### config.mk
export PLATFORM = sky130hd
export DESIGN_NAME = cp0_exception_unit
export DESIGN_NICKNAME = d
export VERILOG_FILES = /design/src/rtl/cp0_exception_unit.sv
export SDC_FILE = /design/constraint.sdc
export NUM_CORES = 1
export LEC_CHECK = 0
export CORE_ASPECT_RATIO = 1.5
export CORE_MARGIN = 2
export CORE_UTILIZATION = 30
export CTS_CLUSTER_SIZE = 8
export DETAILED_ROUTE_END_ITERATION = 10
export DONT_BUFFER_PORTS = 1
export PLACE_DENSITY = 0.54
export SLEW_MARGIN = 10
export SYNTH_ARGS = -nofsm -noshare
export SYNTH_HDL_FRONTEND = slang
export SYNTH_SLANG_ARGS = --single-unit
export TNS_END_PERCENT = 1
### constraint.sdc
create_clock -name clk -period 3.3 [get_ports clk]
set_input_delay 0.99 -clock clk [delete_from_list [all_inputs] [get_ports clk]]
set_output_delay 0.99 -clock clk [all_outputs]
set_load 0.03 [all_outputs]
### src/rtl/cp0_exception_unit.sv
// -----------------------------------------------------------------------------
// cp0_exception_unit
//
// Coprocessor-0 for the five-stage MIPS pipeline, sitting beside the M stage.
// It holds SR, Cause, EPC and PRId, serves mfc0/mtc0, supplies EPC for eret,
// and raises the single-cycle request Req that flushes the pipe and redirects
// fetch to the exception handler.
//
// Ports
//   clk        in   1   clock, rising edge
//   reset      in   1   synchronous, active-high; clears all state
//   en         in   1   mtc0 write strobe from M
//   CP0Add     in   5   register number for read and write
//   CP0In      in  32   mtc0 write data
//   VPC        in  32   PC of the instruction in M
//   BDIn       in   1   M instruction sits in a branch delay slot
//   ExcCodeIn  in   5   exception code of the M instruction (0 = none)
//   HWInt      in   6   external interrupt lines, level-sensitive
//   EXLClr     in   1   eret in M
//   CP0Out     out 32   read data for CP0Add (combinational)
//   EPCOut     out 32   current EPC (combinational)
//   Req        out  1   exception/interrupt taken this cycle (combinational)
// -----------------------------------------------------------------------------
module cp0_exception_unit #(
    parameter logic [31:0] PRID = 32'h2206_0007
) (
    input  logic        clk,
    input  logic        reset,
    input  logic        en,
    input  logic [4:0]  CP0Add,
    input  logic [31:0] CP0In,
    input  logic [31:0] VPC,
    input  logic        BDIn,
    input  logic [4:0]  ExcCodeIn,
    input  logic [5:0]  HWInt,
    input  logic        EXLClr,
    output logic [31:0] CP0Out,
    output logic [31:0] EPCOut,
    output logic        Req
);

    localparam logic [4:0] ADDR_SR    = 5'd12;
    localparam logic [4:0] ADDR_CAUSE = 5'd13;
    localparam logic [4:0] ADDR_EPC   = 5'd14;
    localparam logic [4:0] ADDR_PRID  = 5'd15;

    // SR fields
    logic [5:0]  im;
    logic        exl;
    logic        ie;
    // Cause fields
    logic        bd;
    logic [5:0]  ip;
    logic [4:0]  exc_code;
    // EPC
    logic [31:0] epc;

    logic        int_req;
    logic        exc_req;
    logic [31:0] pc_aligned;
    logic [31:0] epc_next;

    // EXL masks both sources, so Req drops the cycle after it is taken and
    // no nested exception can ever be raised.
    assign int_req = ie & ~exl & (|(HWInt & im));
    assign exc_req = (ExcCodeIn != 5'd0) & ~exl;
    assign Req     = int_req | exc_req;

    // A delay-slot instruction restarts at its branch, one word earlier.
    assign pc_aligned = {VPC[31:2], 2'b00};
    assign epc_next   = BDIn ? (pc_aligned - 32'd4) : pc_aligned;

    assign EPCOut = epc;

    always_comb begin
        // NOTE: default assignment before the case keeps this purely
        // combinational; a missing path would otherwise infer a latch.
        CP0Out = 32'd0;
        case (CP0Add)
            ADDR_SR:    CP0Out = {16'd0, im, 8'd0, exl, ie};
            ADDR_CAUSE: CP0Out = {bd, 15'd0, ip, 3'd0, exc_code, 2'b00};
            ADDR_EPC:   CP0Out = epc;
            ADDR_PRID:  CP0Out = PRID;
            default:    CP0Out = 32'd0;
        endcase
    end

    // NOTE: non-blocking assignments for all state so every register sees
    // the pre-edge values; later assignments in the block override earlier
    // ones, which is how EXLClr beats a same-cycle mtc0 to SR.EXL.
    always_ff @(posedge clk) begin
        if (reset) begin
            im       <= 6'd0;
            exl      <= 1'b0;
            ie       <= 1'b0;
            bd       <= 1'b0;
            ip       <= 6'd0;
            exc_code <= 5'd0;
            epc      <= 32'd0;
        end else begin
            // Pending lines are sampled every cycle, independent of Req/EXL.
            ip <= HWInt;
            if (Req) begin
                exl      <= 1'b1;
                bd       <= BDIn;
                exc_code <= int_req ? 5'd0 : ExcCodeIn;
                epc      <= epc_next;
            end else begin
                if (en && (CP0Add == ADDR_SR)) begin
                    im  <= CP0In[15:10];
                    exl <= CP0In[1];
                    ie  <= CP0In[0];
                end
                if (en && (CP0Add == ADDR_EPC)) begin
                    epc <= CP0In;
                end
                if (EXLClr) begin
                    exl <= 1'b0;
                end
            end
        end
    end

endmodule
==> metrics.txt, run 1 <==
# TYPE chip_impl_metric gauge
chip_impl_metric{name="area_growth_syn_to_layout",unit="%"} 16.0
chip_impl_metric{name="gpl.final_weighted_congestion",unit=""} 0.867
chip_impl_metric{name="fmax",unit="GHz"} 0.329
chip_impl_metric{name="cellLeakagePower",unit="nW"} 1.59
chip_impl_metric{name="placement.io_buffers",unit=""} 0
chip_impl_info{name="holdCritPathClass",value="reg -> reg"} 1
chip_impl_metric{name="hold_viol_final",unit=""} 0
chip_impl_metric{name="post-synth-top-area-fraction",unit="%"} 28.8
chip_impl_info{name="critical_path_class",value="in -> out"} 1
chip_impl_metric{name="postSynthRegisterBits",unit=""} 52
chip_impl_metric{name="finalWorstSetupSlack",unit="ps"} 260
chip_impl_info{name="ys_top_cells_by_area",value="sky130_fd_sc_hd__dfxtp_1, sky130_fd_sc_hd__and3_1, sky130_fd_sc_hd__a21boi_0"} 1
chip_impl_metric{name="start_util",unit="%"} 30.4
chip_impl_info{name="netlist.top_cell.by_area",value="sky130_fd_sc_hd__dfxtp_1"} 1
chip_impl_metric{name="max-slew-margin-rel",unit="%"} 49.9
chip_impl_metric{name="post-dp-hpwl",unit="um"} 10300
chip_impl_metric{name="synth_cell_type_count",unit=""} 43
chip_impl_metric{name="synthesis.area_per_instance",unit="um^2"} 7.76
chip_impl_metric{name="clock_sink_count",unit=""} 52
chip_impl_metric{name="ios",unit=""} 150
chip_impl_metric{name="design.core.area",unit="um^2"} 11900
chip_impl_metric{name="yosysWarnings",unit=""} 0
chip_impl_metric{name="final.setup_skew",unit="ps"} 14.3
chip_impl_metric{name="maxCapViolCount",unit=""} 0
chip_impl_metric{name="grt_first_pass_wirelength",unit="um"} 20100
chip_impl_metric{name="route.detailed.drc",unit=""} 0
chip_impl_metric{name="placementRows",unit=""} 49
chip_impl_info{name="rsz0062_at_grt",value="false"} 1
chip_impl_info{name="worst_path_dominant_cell_family",value="simple AND/OR/NAND/NOR gates"} 1
chip_impl_metric{name="timing.final.crit_share",unit="%"} 92.1
chip_impl_info{name="tritoncts",value="done"} 1
chip_impl_metric{name="postSynth.asyncResetShare",unit="%"} 0
chip_impl_metric{name="global_route.usage.total",unit="%"} 19.7
chip_impl_metric{name="seqCellArea",unit="um^2"} 1040
chip_impl_metric{name="finalSetupTns",unit="ps"} 0
chip_impl_metric{name="fraction_of_final_layout_cells_sized_beyond_drive_strength_1",unit="%"} 15.3
chip_impl_metric{name="post_route_wl",unit="um"} 13400
chip_impl_metric{name="routed-via-count",unit=""} 3765
chip_impl_metric{name="met1_length",unit="um"} 5130
chip_impl_metric{name="synthesized_netlist_net_count",unit=""} 552
chip_impl_metric{name="die_w",unit="um"} 93.6
chip_impl_metric{name="worst-endpoint-required",unit="ps"} 2310
chip_impl_metric{name="cts-buffers-inserted",unit=""} 5
chip_impl_metric{name="postLayoutCoreUtil",unit="%"} 35.3
chip_impl_info{name="worst_path_max_delay_cell",value="sky130_fd_sc_hd__nor2b_1"} 1
chip_impl_metric{name="antenna_nets_post_route",unit=""} 0
chip_impl_metric{name="grt_max_degree",unit=""} 61
chip_impl_metric{name="via_per_inst",unit=""} 5.96
chip_impl_metric{name="crit_fanout",unit=""} 17
chip_impl_metric{name="worst_skew_pair.late_latency",unit="ps"} 300
chip_impl_metric{name="cts_htree_levels",unit=""} 2
chip_impl_metric{name="cpPeakStageDelay",unit="ps"} 590
chip_impl_metric{name="detailedRoute.firstPassIterationCount",unit=""} 4
chip_impl_metric{name="die-area",unit="um^2"} 13000
chip_impl_metric{name="detailroute.wirelength.met3",unit="um"} 1250
chip_impl_metric{name="design.final.nets",unit=""} 563
chip_impl_info{name="status",value="finished clean"} 1
chip_impl_metric{name="cts-resized-gates",unit=""} 0
chip_impl_metric{name="wl_per_cell",unit="um"} 21.2
chip_impl_metric{name="clk_pin_slew",unit="ps"} 70
chip_impl_metric{name="cells_after_synth",unit=""} 466
chip_impl_metric{name="grt_remaining_overflow",unit=""} 0
chip_impl_metric{name="grt_antenna_before_repair",unit=""} 2
chip_impl_metric{name="post_layout_nonfiller_instances",unit=""} 632
chip_impl_info{name="top_ff_cell_synth",value="sky130_fd_sc_hd__dfxtp_1"} 1
chip_impl_metric{name="via_count_of_the_first_global_routing_pass",unit=""} 3714
chip_impl_metric{name="maxSlewViolCount",unit=""} 0
chip_impl_info{name="timing.critical_path.from_type",value="input pin"} 1
chip_impl_metric{name="place_inst",unit=""} 623
chip_impl_metric{name="worst-path-buf-inv",unit=""} 1
chip_impl_metric{name="die-height",unit="um"} 138
chip_impl_metric{name="timing_worst_slew_pin_value",unit="ps"} 750
chip_impl_metric{name="cp.arrival",unit="ps"} 2050
chip_impl_metric{name="period_needed",unit="ps"} 3040
chip_impl_info{name="dr.max_layer_used",value="met5"} 1
chip_impl_metric{name="synth_edf_count",unit=""} 0
chip_impl_metric{name="post_cts.repair.setup_buffers",unit=""} 0
chip_impl_metric{name="detailedPlace.worstSlack",unit="ps"} 252
chip_impl_metric{name="clock_path_buffers",unit=""} 2
chip_impl_info{name="setup.worst_path.end_class",value="output port"} 1
chip_impl_metric{name="max-vdd-ir-drop",unit="mV"} 0.218
chip_impl_metric{name="met2RoutedLength",unit="um"} 6590
chip_impl_metric{name="pwr_density_cell",unit="nW/um^2"} 389
chip_impl_metric{name="hold_buffers",unit=""} 0
chip_impl_metric{name="finalSetupViolations",unit=""} 0
chip_impl_metric{name="synthesis.area",unit="um^2"} 3610
chip_impl_info{name="clock-root-buffer",value="sky130_fd_sc_hd__clkbuf_16"} 1
chip_impl_metric{name="synth_seq_area_share",unit="%"} 28.8
chip_impl_metric{name="multi_input_comb_area",unit="um^2"} 2390
chip_impl_metric{name="layout.filler_cells",unit=""} 1257
chip_impl_info{name="path_cells",value="nor2b_1 -> a22oi_1 -> nor2_1 -> buf_4"} 1
chip_impl_metric{name="drt_iter0_drc",unit=""} 219
synthesized netlist by cell type, types with 8 or more instances:
cell	count
sky130_fd_sc_hd__dfxtp_1	52
sky130_fd_sc_hd__and3_1	44
sky130_fd_sc_hd__clkbuf_1	43
sky130_fd_sc_hd__nor2_1	33
sky130_fd_sc_hd__a21boi_0	30
sky130_fd_sc_hd__nand2_1	27
sky130_fd_sc_hd__nor4_1	23
sky130_fd_sc_hd__o41ai_1	20
sky130_fd_sc_hd__a21oi_1	16
sky130_fd_sc_hd__a31oi_1	15
sky130_fd_sc_hd__mux2i_1	15
sky130_fd_sc_hd__or4_1	14
sky130_fd_sc_hd__nand4_1	13
sky130_fd_sc_hd__a211oi_1	11
sky130_fd_sc_hd__o31ai_1	11
sky130_fd_sc_hd__nor3_1	10
sky130_fd_sc_hd__nand3_1	9
sky130_fd_sc_hd__nor2b_1	8
layout by cell type, fill, tap and decap left out, drive strengths merged, types with 14 or more instances in the layout:
| cell type | n |
|---|---|
| or4 | 14 |
| a21boi | 30 |
| and3 | 44 |
| buf | 50 |
| nand2 | 27 |
| mux2i | 15 |
| a31oi | 15 |
| dfxtp | 52 |
| nor2 | 33 |
| nor4 | 23 |
| o41ai | 20 |
| a21oi | 16 |
cells by family after synthesis:
logic type	Yosys count	share of synthesized area, %
AO/OA/AOI/OAI	125	25.0
XOR/XNOR	10	2.42
adder cells (fa/ha/maj)	1	0.346
buffers and inverters	50	5.26
flip-flops	52	28.8
multiplexers	15	4.15
AND/OR/NAND/NOR	213	34.0
metrics by stage:
step                total power [mW]  hold slack, ps  instance area, um^2
floorplan                      0.976             447                 3610
global placement                1.04             459                 4020
detailed placement              1.04             467                 4020
CTS                             1.64             477                 4190
global route                    1.70             497                 4190
finish                          1.63             478                 4190
cell type report:
cell class / count / area share [%]
Multi-Input combinational cell: 364 / 57.0
Clock buffer: 6 / 3.07
Sequential cell: 52 / 24.8
Tap cell: 153 / 4.56
Antenna cell: 1 / 0.0597
Inverter: 4 / 0.358
Clock inverter: 2 / 0.925
Timing Repair Buffer: 50 / 9.25
flip-flops by register name (all words and copies together) (netlist names):
register  count
EPCOut       32
bd            1
im            6
exc_code      5
exl           1
ie            1
ip            6
per-layer routing:
metal | vias to the layer above | track usage, %
li1 | 1824 | -
met5 | - | 0
met1 | 1771 | 21.5
met2 | 139 | 34.2
met4 | 2 | 7.63
met3 | 29 | 7.25
power breakdown:
group / switching (mW) / internal, mW
clock: 0.238 / 0.361
sequential: 0.113 / 0.673
combinational: 0.140 / 0.105
worst paths after layout:
path                      start                      to  slack, ps  cells past startpoint
min          im[4]$_SDFFE_PP0P_      im[4]$_SDFFE_PP0P_        480                      2
max                   CP0Add[0]               CP0Out[3]        260                      4
max reg2reg  im[0]$_SDFFE_PP0P_  EPCOut[9]$_SDFFE_PP0P_       1250                      5
min reg2reg  im[4]$_SDFFE_PP0P_      im[4]$_SDFFE_PP0P_        480                      2
worst reg2reg max path, delay by kind of cell (launching register included):
| kind | cells | cell delay [ps] |
|---|---|---|
| AND/OR/NAND/NOR | 1 | 420 |
| buffers and inverters | 1 | 300 |
| AO/OA/AOI/OAI | 3 | 910 |
| flip-flops | 1 | 330 |
Power figures use the tool's default switching activity.
==> run 2, diff against run 1 <==
Settings changed: ABC_AREA from default to 1, CORE_MARGIN 2 to 8.
==> run 2 against run 1 <==
Via count down 0.85%. Core utilization down 0.89 points. First-iteration DRC count down 19%. Critical path type unchanged. Sequential cell count unchanged. Worst hold slack about the same. Die area up 22%. Routed wire length up 3.9%. Cell area down 3.0%. Clock skew down 11 ps. Area after synthesis down 0.76%. Critical endpoint is now CP0Out[2].
==> metrics.txt, run 2 <==
# TYPE chip_impl_metric gauge
chip_impl_info{name="status",value="finished clean"} 1
chip_impl_metric{name="period_needed",unit="ps"} 3090
chip_impl_metric{name="start_util",unit="%"} 30.3
chip_impl_metric{name="synth_cell_type_count",unit=""} 39
chip_impl_info{name="netlist.top_cell.by_area",value="sky130_fd_sc_hd__dfxtp_1"} 1
chip_impl_metric{name="post_cts.repair.setup_buffers",unit=""} 0
chip_impl_info{name="ys_top_cells_by_area",value="sky130_fd_sc_hd__dfxtp_1, sky130_fd_sc_hd__nand2_1, sky130_fd_sc_hd__inv_1"} 1
chip_impl_metric{name="power_frac_clock",unit="%"} 36.7
chip_impl_metric{name="post_synth_and_or_nand_nor_area_fraction",unit="%"} 35.2
chip_impl_metric{name="largest_register_ff_count",unit=""} 32
chip_impl_metric{name="place_inst",unit=""} 749
chip_impl_metric{name="timing.final.crit_share",unit="%"} 93.8
chip_impl_info{name="path_cells",value="nand2_1 -> nor2_2 -> nand2_2 -> clkinv_1 -> nand2_1 -> o211ai_1 -> buf_4"} 1
chip_impl_info{name="layout_common_cells",value="sky130_fd_sc_hd__nand2_1, sky130_fd_sc_hd__inv_1, sky130_fd_sc_hd__nor2_1"} 1
chip_impl_metric{name="synth_seq_area_share",unit="%"} 29.0
chip_impl_metric{name="crit_fanout",unit=""} 10
chip_impl_metric{name="max-slew-margin-rel",unit="%"} 66.4
chip_impl_metric{name="worst-path-buf-inv",unit=""} 2
chip_impl_metric{name="synth_xor_xnor_area_share",unit="%"} 3.17
chip_impl_info{name="rsz0062_at_grt",value="false"} 1
chip_impl_metric{name="worst_skew_pair.late_latency",unit="ps"} 290
chip_impl_metric{name="post_layout_nonfiller_instances",unit=""} 757
chip_impl_metric{name="postSynth.asyncResetShare",unit="%"} 0
chip_impl_metric{name="reg2reg_depth",unit=""} 9
chip_impl_info{name="critPathLaunch",value="CP0Add[3]"} 1
chip_impl_metric{name="cts-resized-gates",unit=""} 0
chip_impl_info{name="layout_commonest_cell",value="sky130_fd_sc_hd__nand2_1"} 1
chip_impl_info{name="setup.worst_path.end_class",value="output port"} 1
chip_impl_metric{name="synth-adder-area-share",unit="%"} 0.349
chip_impl_metric{name="clock_sink_count",unit=""} 52
chip_impl_info{name="holdCritPathClass",value="reg -> reg"} 1
chip_impl_metric{name="seqCellArea",unit="um^2"} 1040
chip_impl_metric{name="internal-power",unit="mW"} 1.12
chip_impl_info{name="critPathMostFrequentCell",value="sky130_fd_sc_hd__nand2_1"} 1
chip_impl_metric{name="cellLeakagePower",unit="nW"} 1.77
chip_impl_info{name="hold_start",value="exc_code[1]$_SDFFE_PP0N_"} 1
chip_impl_metric{name="max-vdd-ir-drop",unit="mV"} 0.241
chip_impl_metric{name="post_route_wl",unit="um"} 13900
chip_impl_metric{name="insertedDiodeCount",unit=""} 0
chip_impl_metric{name="p_seq_share",unit="%"} 47.9
chip_impl_metric{name="placementRows",unit=""} 49
chip_impl_info{name="timing.critical_path.from_type",value="input pin"} 1
chip_impl_metric{name="finalHoldWorstSlack",unit="ps"} 478
chip_impl_metric{name="die-height",unit="um"} 150
chip_impl_metric{name="combinationalPowerShare",unit="%"} 15.4
chip_impl_metric{name="grt_remaining_overflow",unit=""} 0
chip_impl_metric{name="timing_worst_slew_pin_value",unit="ps"} 504
chip_impl_metric{name="post-synth-top-area-fraction",unit="%"} 29.0
chip_impl_metric{name="yosysWarnings",unit=""} 0
chip_impl_info{name="post-synth-top-count-cell",value="sky130_fd_sc_hd__nand2_1"} 1
chip_impl_metric{name="clk_pin_slew",unit="ps"} 70
chip_impl_metric{name="cp.arrival",unit="ps"} 2100
chip_impl_metric{name="area_growth_syn_to_layout",unit="%"} 13.4
chip_impl_metric{name="post-dp-hpwl",unit="um"} 11400
chip_impl_metric{name="cts-buffers-inserted",unit=""} 5
chip_impl_metric{name="net-switching-power",unit="mW"} 0.524
chip_impl_metric{name="via_per_inst",unit=""} 4.93
chip_impl_metric{name="global_route.usage.total",unit="%"} 16.9
chip_impl_metric{name="via_count_of_the_first_global_routing_pass",unit=""} 3663
chip_impl_metric{name="maxCapViolCount",unit=""} 0
chip_impl_metric{name="wl_per_cell",unit="um"} 18.4
chip_impl_metric{name="finalSetupViolations",unit=""} 0
chip_impl_metric{name="worst-endpoint-required",unit="ps"} 2310
chip_impl_metric{name="cpPeakStageDelay",unit="ps"} 340
chip_impl_metric{name="design.core.area",unit="um^2"} 11800
chip_impl_metric{name="pwr_density_cell",unit="nW/um^2"} 403
chip_impl_info{name="synth_top_family_by_area",value="simple AND/OR/NAND/NOR gates"} 1
chip_impl_metric{name="finalSetupTns",unit="ps"} 0
chip_impl_metric{name="synth_edf_count",unit=""} 0
chip_impl_metric{name="synthesized_netlist_net_count",unit=""} 669
chip_impl_metric{name="fmax",unit="GHz"} 0.323
chip_impl_metric{name="gpl.final_weighted_congestion",unit=""} 0.895
chip_impl_info{name="critical_path_class",value="in -> out"} 1
chip_impl_metric{name="route.detailed.drc",unit=""} 0
chip_impl_metric{name="synth-compound-area-share",unit="%"} 18.6
chip_impl_metric{name="finalWorstSetupSlack",unit="ps"} 206
chip_impl_metric{name="drt_iter0_drc",unit=""} 178
chip_impl_metric{name="placement.io_buffers",unit=""} 0
chip_impl_metric{name="ios",unit=""} 150
chip_impl_info{name="tritoncts",value="done"} 1
chip_impl_metric{name="postLayoutCoreUtil",unit="%"} 34.4
chip_impl_info{name="worst_path_max_delay_cell",value="sky130_fd_sc_hd__clkinv_1"} 1
chip_impl_metric{name="muxShareOfSynthArea",unit="%"} 0
chip_impl_metric{name="postSynthRegisterBits",unit=""} 52
chip_impl_metric{name="hold_buffers",unit=""} 0
chip_impl_metric{name="die-area",unit="um^2"} 15800
chip_impl_metric{name="grt_antenna_before_repair",unit=""} 0
chip_impl_metric{name="crit_cells",unit=""} 7
chip_impl_info{name="yosys-top-cells-count",value="sky130_fd_sc_hd__nand2_1, sky130_fd_sc_hd__inv_1, sky130_fd_sc_hd__nor2_1"} 1
chip_impl_metric{name="layout.filler_cells",unit=""} 1327
chip_impl_info{name="launching_point_of_the_worst_reg2reg_path",value="im[2]$_SDFFE_PP0P_"} 1
chip_impl_info{name="worst_path_dominant_cell_family",value="buffers and inverters"} 1
chip_impl_info{name="clock-root-buffer",value="sky130_fd_sc_hd__clkbuf_16"} 1
chip_impl_info{name="top_ff_cell_synth",value="sky130_fd_sc_hd__dfxtp_1"} 1
chip_impl_metric{name="final.setup_skew",unit="ps"} 3.35
chip_impl_metric{name="antenna_nets_post_route",unit=""} 0
chip_impl_metric{name="routed-via-count",unit=""} 3733
chip_impl_metric{name="fraction_of_final_layout_cells_sized_beyond_drive_strength_1",unit="%"} 11.9
chip_impl_metric{name="detailedRoute.firstPassIterationCount",unit=""} 4
chip_impl_metric{name="clock_path_buffers",unit=""} 2
chip_impl_metric{name="cells_after_synth",unit=""} 583
chip_impl_metric{name="hold_crit_depth",unit=""} 2
chip_impl_metric{name="detailedPlace.worstSlack",unit="ps"} 180
chip_impl_metric{name="die_w",unit="um"} 105
chip_impl_metric{name="design.final.nets",unit=""} 689
chip_impl_metric{name="grt_first_pass_wirelength",unit="um"} 20800
chip_impl_metric{name="grt_max_degree",unit=""} 48
chip_impl_metric{name="hold_viol_final",unit=""} 0
chip_impl_metric{name="cts_htree_levels",unit=""} 2
chip_impl_metric{name="synthesis.area_per_instance",unit="um^2"} 6.15
chip_impl_metric{name="maxSlewViolCount",unit=""} 0
chip_impl_metric{name="multi_input_comb_area",unit="um^2"} 2060
chip_impl_metric{name="synthesis.area",unit="um^2"} 3590
chip_impl_metric{name="switching_share",unit="%"} 32.0
==> run 2: cell count changes in the layout (fill, tap and decap cells not counted), sizes merged, moves of 23 or more <==
cell	before	now
a21boi	30	0
nand2	27	153
nor4	23	0
nor2	33	92
o21ai	5	52
and3	44	0
inv	5	94
==> run 2: power groups by stage <==
stage                     registers [mW]  clock network, mW  logic, mW
after floorplan                    0.784                  0      0.205
after global placement             0.802                  0      0.249
after detailed placement           0.802                  0      0.252
after CTS                          0.788              0.615      0.254
after global routing               0.792              0.642      0.284
final                              0.785              0.602      0.252
==> run 2: worst min-delay path, cell delays in order (launching register included) <==
cell	delay, ps
sky130_fd_sc_hd__dfxtp_1	300
sky130_fd_sc_hd__inv_1	50
sky130_fd_sc_hd__o21ai_0	80
==> run 2: layer usage <==
metal,share of wire (%),track usage [%],up-vias
met5,0,0,-
met4,1.7,5.23,0
met3,8.2,4.57,12
met2,53,32.0,126
met1,37,17.5,1716
li1,-,-,1879
==> run 2: logic make-up (layout without fill, tap and decap cells) <==
| group | Yosys count | count (layout) |
|---|---|---|
| XOR/XNOR | 13 | 13 |
| buffers and inverters | 116 | 137 |
| AO/OA/AOI/OAI | 114 | 114 |
| AND/OR/NAND/NOR | 287 | 287 |
| adder cells (fa/ha/maj) | 1 | 1 |
| flip-flops | 52 | 52 |
==> run 2: path summary, 6_finish.rpt <==
| path | end | slack [ps] |
|---|---|---|
| setup / recovery | CP0Out[2] | 210 |
| hold / removal | exc_code[1]$_SDFFE_PP0N_ | 480 |
| setup reg to reg | EPCOut[2]$_SDFFE_PP0P_ | 1280 |
| hold reg to reg | exc_code[1]$_SDFFE_PP0N_ | 480 |
==> run 2: per-stage QoR <==
stage,area (um^2),total power [mW]
finish,4070,1.64
CTS,4070,1.66
floorplan,3590,0.989
global placement,3900,1.05
detailed placement,3900,1.05
global route,4070,1.72
==> run 2: final cells by class <==
cell class,instances,area share [%]
multi-input cells,415,50.6
well taps,153,4.71
flip-flops and latches,52,25.6
repair buffers,33,6.09
clock buffers,5,3.08
inverters,96,8.92
clock inverters,3,1.05
==> run 3, diff against run 2 <==
Settings changed: SLEW_MARGIN 10 to 20.
==> results of run 3 <==
Same layout as run 2: the final DEF is identical, and so are final timing and power.
==> RTL change 1 (flow settings as in run 1) <==
The parameter `PRID` goes from 32'h2206_0007 to 32'h20000000.
--- a/src/rtl/cp0_exception_unit.sv
+++ b/src/rtl/cp0_exception_unit.sv
@@ -22,7 +22,7 @@
 //   Req        out  1   exception/interrupt taken this cycle (combinational)
 // -----------------------------------------------------------------------------
 module cp0_exception_unit #(
-    parameter logic [31:0] PRID = 32'h2206_0007
+    parameter logic [31:0] PRID = 32'h20000000
 ) (
     input  logic        clk,
     input  logic        reset,
Check against the original RTL: not equivalent (Yosys sat finds a counterexample within 4 cycles, from zero or initial values and one cycle with reset high).
==> RTL change 1 against run 1 <==
  * Sequential cell count is the same
  * Area after synthesis fell by 1.6%
  * Hold slack improved by 0.0025 ns
  * Fmax up 1.5%
  * Global-route usage fell by 0.73 points
  * Routed wire length is 5.5% lower
  * Total power is 3.8% lower
  * Register-to-register slack improved by 0.03 ns
  * Setup slack better by 0.044 ns
  * Non-clock buffer count fell by 19
  * Critical path depth did not move
  * Cell area shrank 5.2%
  * Critical path type unchanged
  * Largest power group unchanged
  * Highest routed layer is now met4
==> RTL change 1: results (changes against run 1) <==
* Fraction of layout cells with a size suffix above 1 at 0.1284 (-0.02428)
* Min-Delay Path Depth at 2 (unchanged)
* CP arrival at 2.01 ns (-0.04 ns)
* Post-Syn Nets at 530 (-4.0%)
* Largest net degree at the start of global routing at 40 (-34%)
* Met2 WL at 6.564 mm (-0.39%)
* Hold_ws at 0.4803 ns (+0.002511 ns)
* Post-synth ARST share at 0 (unchanged)
* Post-CTS setup buffers at 0 (unchanged)
* Antenna violations before repair at 0 (-2)
* Vias in the first global route at 3368 (-9.3%)
* M1 GR Usage at 0.2154 (+0.0006193)
* DPL Wire Length at 9.324 mm (-9.3%)
* Flop-to-flop setup slack at 1.28 ns (+0.03 ns)
* Layout Nets at 521 (-7.5%)
* Final Wtd Congestion at 0.8481 (-2.2%)
* # diodes at 0 (-1)
* Pre-CTS WS at 0.2669 ns (+0.01457 ns)
* R2r worst-path depth at 6 (+1)
* Prevailing post-synth register cell: dfxtp_1
* Leakage at 1.486 nW (-6.8%)
* Via count at 3524 (-6.4%)
* Run status: complete, no violations
* Max FFs per register at 32 (unchanged)
* Clock latency on the worst-skew pair at 0.30 ns (about the same)
* Max Fclk at 0.3338 GHz (+1.5%)
* Post-synth top cells: dfxtp_1 (52), and3_1 (47), clkbuf_1 (42), a21boi_0 (30), nor2_1 (26)
* Worst Skew at 0.006657 ns (-0.007643 ns)
* Drt wl/cell at 21.57 um (+1.9%)
* DRT met1 WL at 4.936 mm (-3.7%)
* Total track usage at 0.1894 (-0.007306)
* DRT iter0 DRCs at 136 (-38%)
* Crit Path Max Fanout at 2 (-15)
* Peak supply drop at 0.0002049 V (-6.0%)
* Seq/Total Area, Yosys at 0.2928 (+0.004763)
* GR Layer Usage met3 at 0.04705 (-0.02543)
* First-pass GRT wire length at 18.91 mm (-6.1%)
* Root buf cell: clkbuf_16
* Cell area after synthesis at 3556 um2 (-1.6%)
* Netlist cell types at 46 (+7.0%)
* Met3 wire len at 938 um (-25%)
* Cells taking the most area after synthesis: dfxtp_1 (29%), and3_1 (8.3%), a21boi_0 (6.3%)
* Top sig layer: met4
* Worst-Margin Slew at 0.6809 ns (-0.06945 ns)
* Met2 usage at 0.3450 (+0.003471)
-- RTL change 1: cell types whose count changed after synthesis, moves of 3 or more --
cell,run 1,this run
a311oi_1,4,1
nor2_1,33,26
and3_1,44,47
a211oi_1,11,14
nor4_1,23,19
nand2_1,27,19
xnor2_1,4,7
a21oi_1,16,13
or4_1,14,22
nand4_1,13,2
-- RTL change 1: area by class of cell --
type / instances / area, um2
Inverter: 6 / 22.52
Tap cell: 150 / 187.7
Timing Repair Buffer: 31 / 257.7
Multi-Input combinational cell: 339 / 2317
Sequential cell: 52 / 1041
Clock buffer: 7 / 142.6
Fill cell: 1214 / 7555
Clock inverter: 1 / 7.507
-- RTL change 1: where the power goes --
part	internal [mW]	switching, mW
Combinational	0.100	0.138
Sequential	0.673	0.109
Clock	0.303	0.246
Total	1.08	0.492
-- RTL change 1: path summary, 6_finish.rpt --
path,from,endpoint
worst max-delay path,HWInt[0],Req
worst min-delay path,im[1],im[1]
worst max register to register,im[0],EPCOut[13]
worst min register to register,im[1],im[1]
-- RTL change 1: cell families after synthesis --
| family | synth area share |
|---|---|
| simple gates | 0.3146 |
| compound gates | 0.2484 |
| buf+inv | 0.06087 |
| flops | 0.2928 |
| mux | 0.04785 |
| xor+xnor | 0.03202 |
| fa+ha+maj | 0.003518 |
-- RTL change 1: through the flow --
stage,cell area (um2),std cells
floorplan,3558,444
global placement,3826,578
detailed placement,3826,578
CTS,3976,586
global route,3976,586
finish,3976,586
-- RTL change 1: critical path: stages --
cell and delay [ns]:
a22o_1 0.22, o311a_1 0.36, nor2_1 0.20, inv_1 0.23
==> RTL change 2 (flow settings as in run 1) <==
Made on the original files. Register the output `Req`, with the module's reset; this adds one clock of latency there. The other outputs are not delayed to match. Comments in the files are not updated.
--- a/src/rtl/cp0_exception_unit.sv
+++ b/src/rtl/cp0_exception_unit.sv
@@ -44,6 +44,8 @@
     localparam logic [4:0] ADDR_EPC   = 5'd14;
     localparam logic [4:0] ADDR_PRID  = 5'd15;
 
+    logic Req_d;
+
     // SR fields
     logic [5:0]  im;
     logic        exl;
@@ -64,7 +66,7 @@
     // no nested exception can ever be raised.
     assign int_req = ie & ~exl & (|(HWInt & im));
     assign exc_req = (ExcCodeIn != 5'd0) & ~exl;
-    assign Req     = int_req | exc_req;
+    assign Req_d   = int_req | exc_req;
 
     // A delay-slot instruction restarts at its branch, one word earlier.
     assign pc_aligned = {VPC[31:2], 2'b00};
@@ -100,7 +102,7 @@
         end else begin
             // Pending lines are sampled every cycle, independent of Req/EXL.
             ip <= HWInt;
-            if (Req) begin
+            if (Req_d) begin
                 exl      <= 1'b1;
                 bd       <= BDIn;
                 exc_code <= int_req ? 5'd0 : ExcCodeIn;
@@ -121,4 +123,12 @@
         end
     end
 
+    always_ff @(posedge clk) begin
+        if (reset) begin
+            Req <= '0;
+        end else begin
+            Req <= Req_d;
+        end
+    end
+
 endmodule
Formal check against the unedited RTL: not equivalent (a bounded check fails within 4 cycles, from zero or initial values and one cycle with reset high).
==> RTL change 2 against run 1 <==
  * Clock skew is 0.0074 ns lower
  * Non-clock buffer count stayed put
  * Setup slack better by 0.026 ns
  * Routed wire length is 8.1% lower
  * Sequential cell count is 1 higher
  * Register-to-register slack worse by 0.02 ns
  * Cell area is 1.8% lower
  * Count of clock-buffer cells in the layout is 1 lower
  * Total power is 2.0% higher
  * Fmax is 0.88% higher
  * Area after synthesis is 2.0% lower
  * Synthesized cell count is 3.4% lower
  * First-iteration DRC count is 0.91% lower
  * Sequential share of layout area is 0.95 points higher
==> RTL change 2: results (changes against run 1) <==
* Run status: complete, no violations
* Cell Area, Placed at 3940 um2 (-2.1%)
* Signal buf overhead at 0.09119 (-0.001297)
* Antenna violations before repair at 0 (-2)
* Top sig layer: met4
* Fill count at 1265 (+0.64%)
* Synth Area in XOR/XNOR at 0.02967 (+0.005442)
* Fraction of layout cells with a size suffix above 1 at 0.1641 (+0.01143)
* CP arrival at 2.02 ns (-0.03 ns)
* Dpl cells at 605 (-2.9%)
* Routed WL at 12.30 mm (-8.1%)
* Synthesis-to-finish area growth at 16.21%
* Area occupied by multi-input gates at 2301 um2 (-3.7%)
* Worst-Margin Slew at 0.6712 ns (-0.07914 ns)
* GR Layer Usage met3 at 0.03800 (-0.03448)
* Crit Path Max Fanout at 22 (+5)
* DRT iter0 DRCs at 217 (-0.91%)
* Leakage at 1.585 nW (-0.62%)
* Met2 WL at 6.316 mm (-4.2%)
* Clock group total power at 0.628 mW (+4.7%)
* Compound-Gate Fraction of Synth Area at 0.2515 (+0.001242)
* Critical Path Start: CP0Add[4]
* Seq/Total Area, Yosys at 0.2995 (+0.01155)
* First-pass GRT wire length at 18.41 mm (-8.6%)
* DRT met1 WL at 4.985 mm (-2.8%)
* Multi-In Gates at 348 (-4.4%)
* Sequential cell count at 53 (+1.9%)
* Vias in the first global route at 3399 (-8.5%)
* Register share of total power at 0.480 (-0.002)
* Sequential cell area share at 0.2578 (+0.009541)
* Post-synthesis adder-cell area fraction at 0.003532 (+0.00007092)
* Cell Pwr Density at 404.0 nW/um2 (+3.9%)
* Layout Nets at 548 (-2.7%)
* Syn_area_per_cell at 7.871 um2 (+1.5%)
* R2R Path End: EPCOut[6]
* Largest net degree at the start of global routing at 39 (-36%)
* Peak supply drop at 0.0002733 V (+25%)
* Critical Path End: CP0Out[20]
* Post-synthesis mux area share at 0.04239 (+0.0008510)
* Net Switching at 0.5106 mW (+3.9%)
* Drt wl/cell at 20.03 um (-5.4%)
* Netlist cell types at 49 (+14%)
* Met3 wire len at 806 um (-36%)
* Final Wtd Congestion at 0.7976 (-8.0%)
* Clock network area share at 0.04225 (+0.002273)
* Post-route DRC at 0 (unchanged)
* Post-synth top cells: dfxtp_1 (53), and3_1 (43), clkbuf_1 (41), nor2_1 (36), a21boi_0 (29)
* Total track usage at 0.1852 (-0.01158)
* Multi-input combinational area share at 0.5590 (-0.01054)
* Met2 usage at 0.3337 (-0.007798)
* Cells taking the most area after synthesis: dfxtp_1 (30%), and3_1 (7.6%), a21boi_0 (6.1%)
* Via count at 3546 (-5.8%)
* Synth warn at 0 (unchanged)
* Flop-to-flop setup slack at 1.23 ns (-0.02 ns)
## RTL change 2: changes by cell type after synthesis, moves of 3 or more
cell / delta
xor2_1: -3
nor2_1: +3
nor3_1: -5
nor4bb_1: -3
xnor2_1: +5
nand4_1: -11
o41ai_1: -5
## RTL change 2: cells by family after synthesis
group           after synthesis
compound gates              124
xor+xnor                     12
fa+ha+maj                     1
buf+inv                      49
flops                        53
mux                          15
simple gates                196
## RTL change 2: per-stage QoR
step / utilization / worst slack (ns) / hold slack, ns
4_1_cts: 0.3568 / 0.2924 / 0.4779
5_1_grt: 0.3568 / 0.1992 / 0.5028
3_5_place_dp: 0.3417 / 0.2970 / 0.4671
3_3_place_gp: 0.3417 / 0.3248 / 0.4571
6_report: 0.3570 / 0.2864 / 0.4751
2_1_floorplan: - / 0.1465 / 0.4468
## RTL change 2: worst max-delay path, stage by stage
cell and delay (ns):
and3b_2 0.43, buf_4 0.26, and3_1 0.18, buf_4 0.16
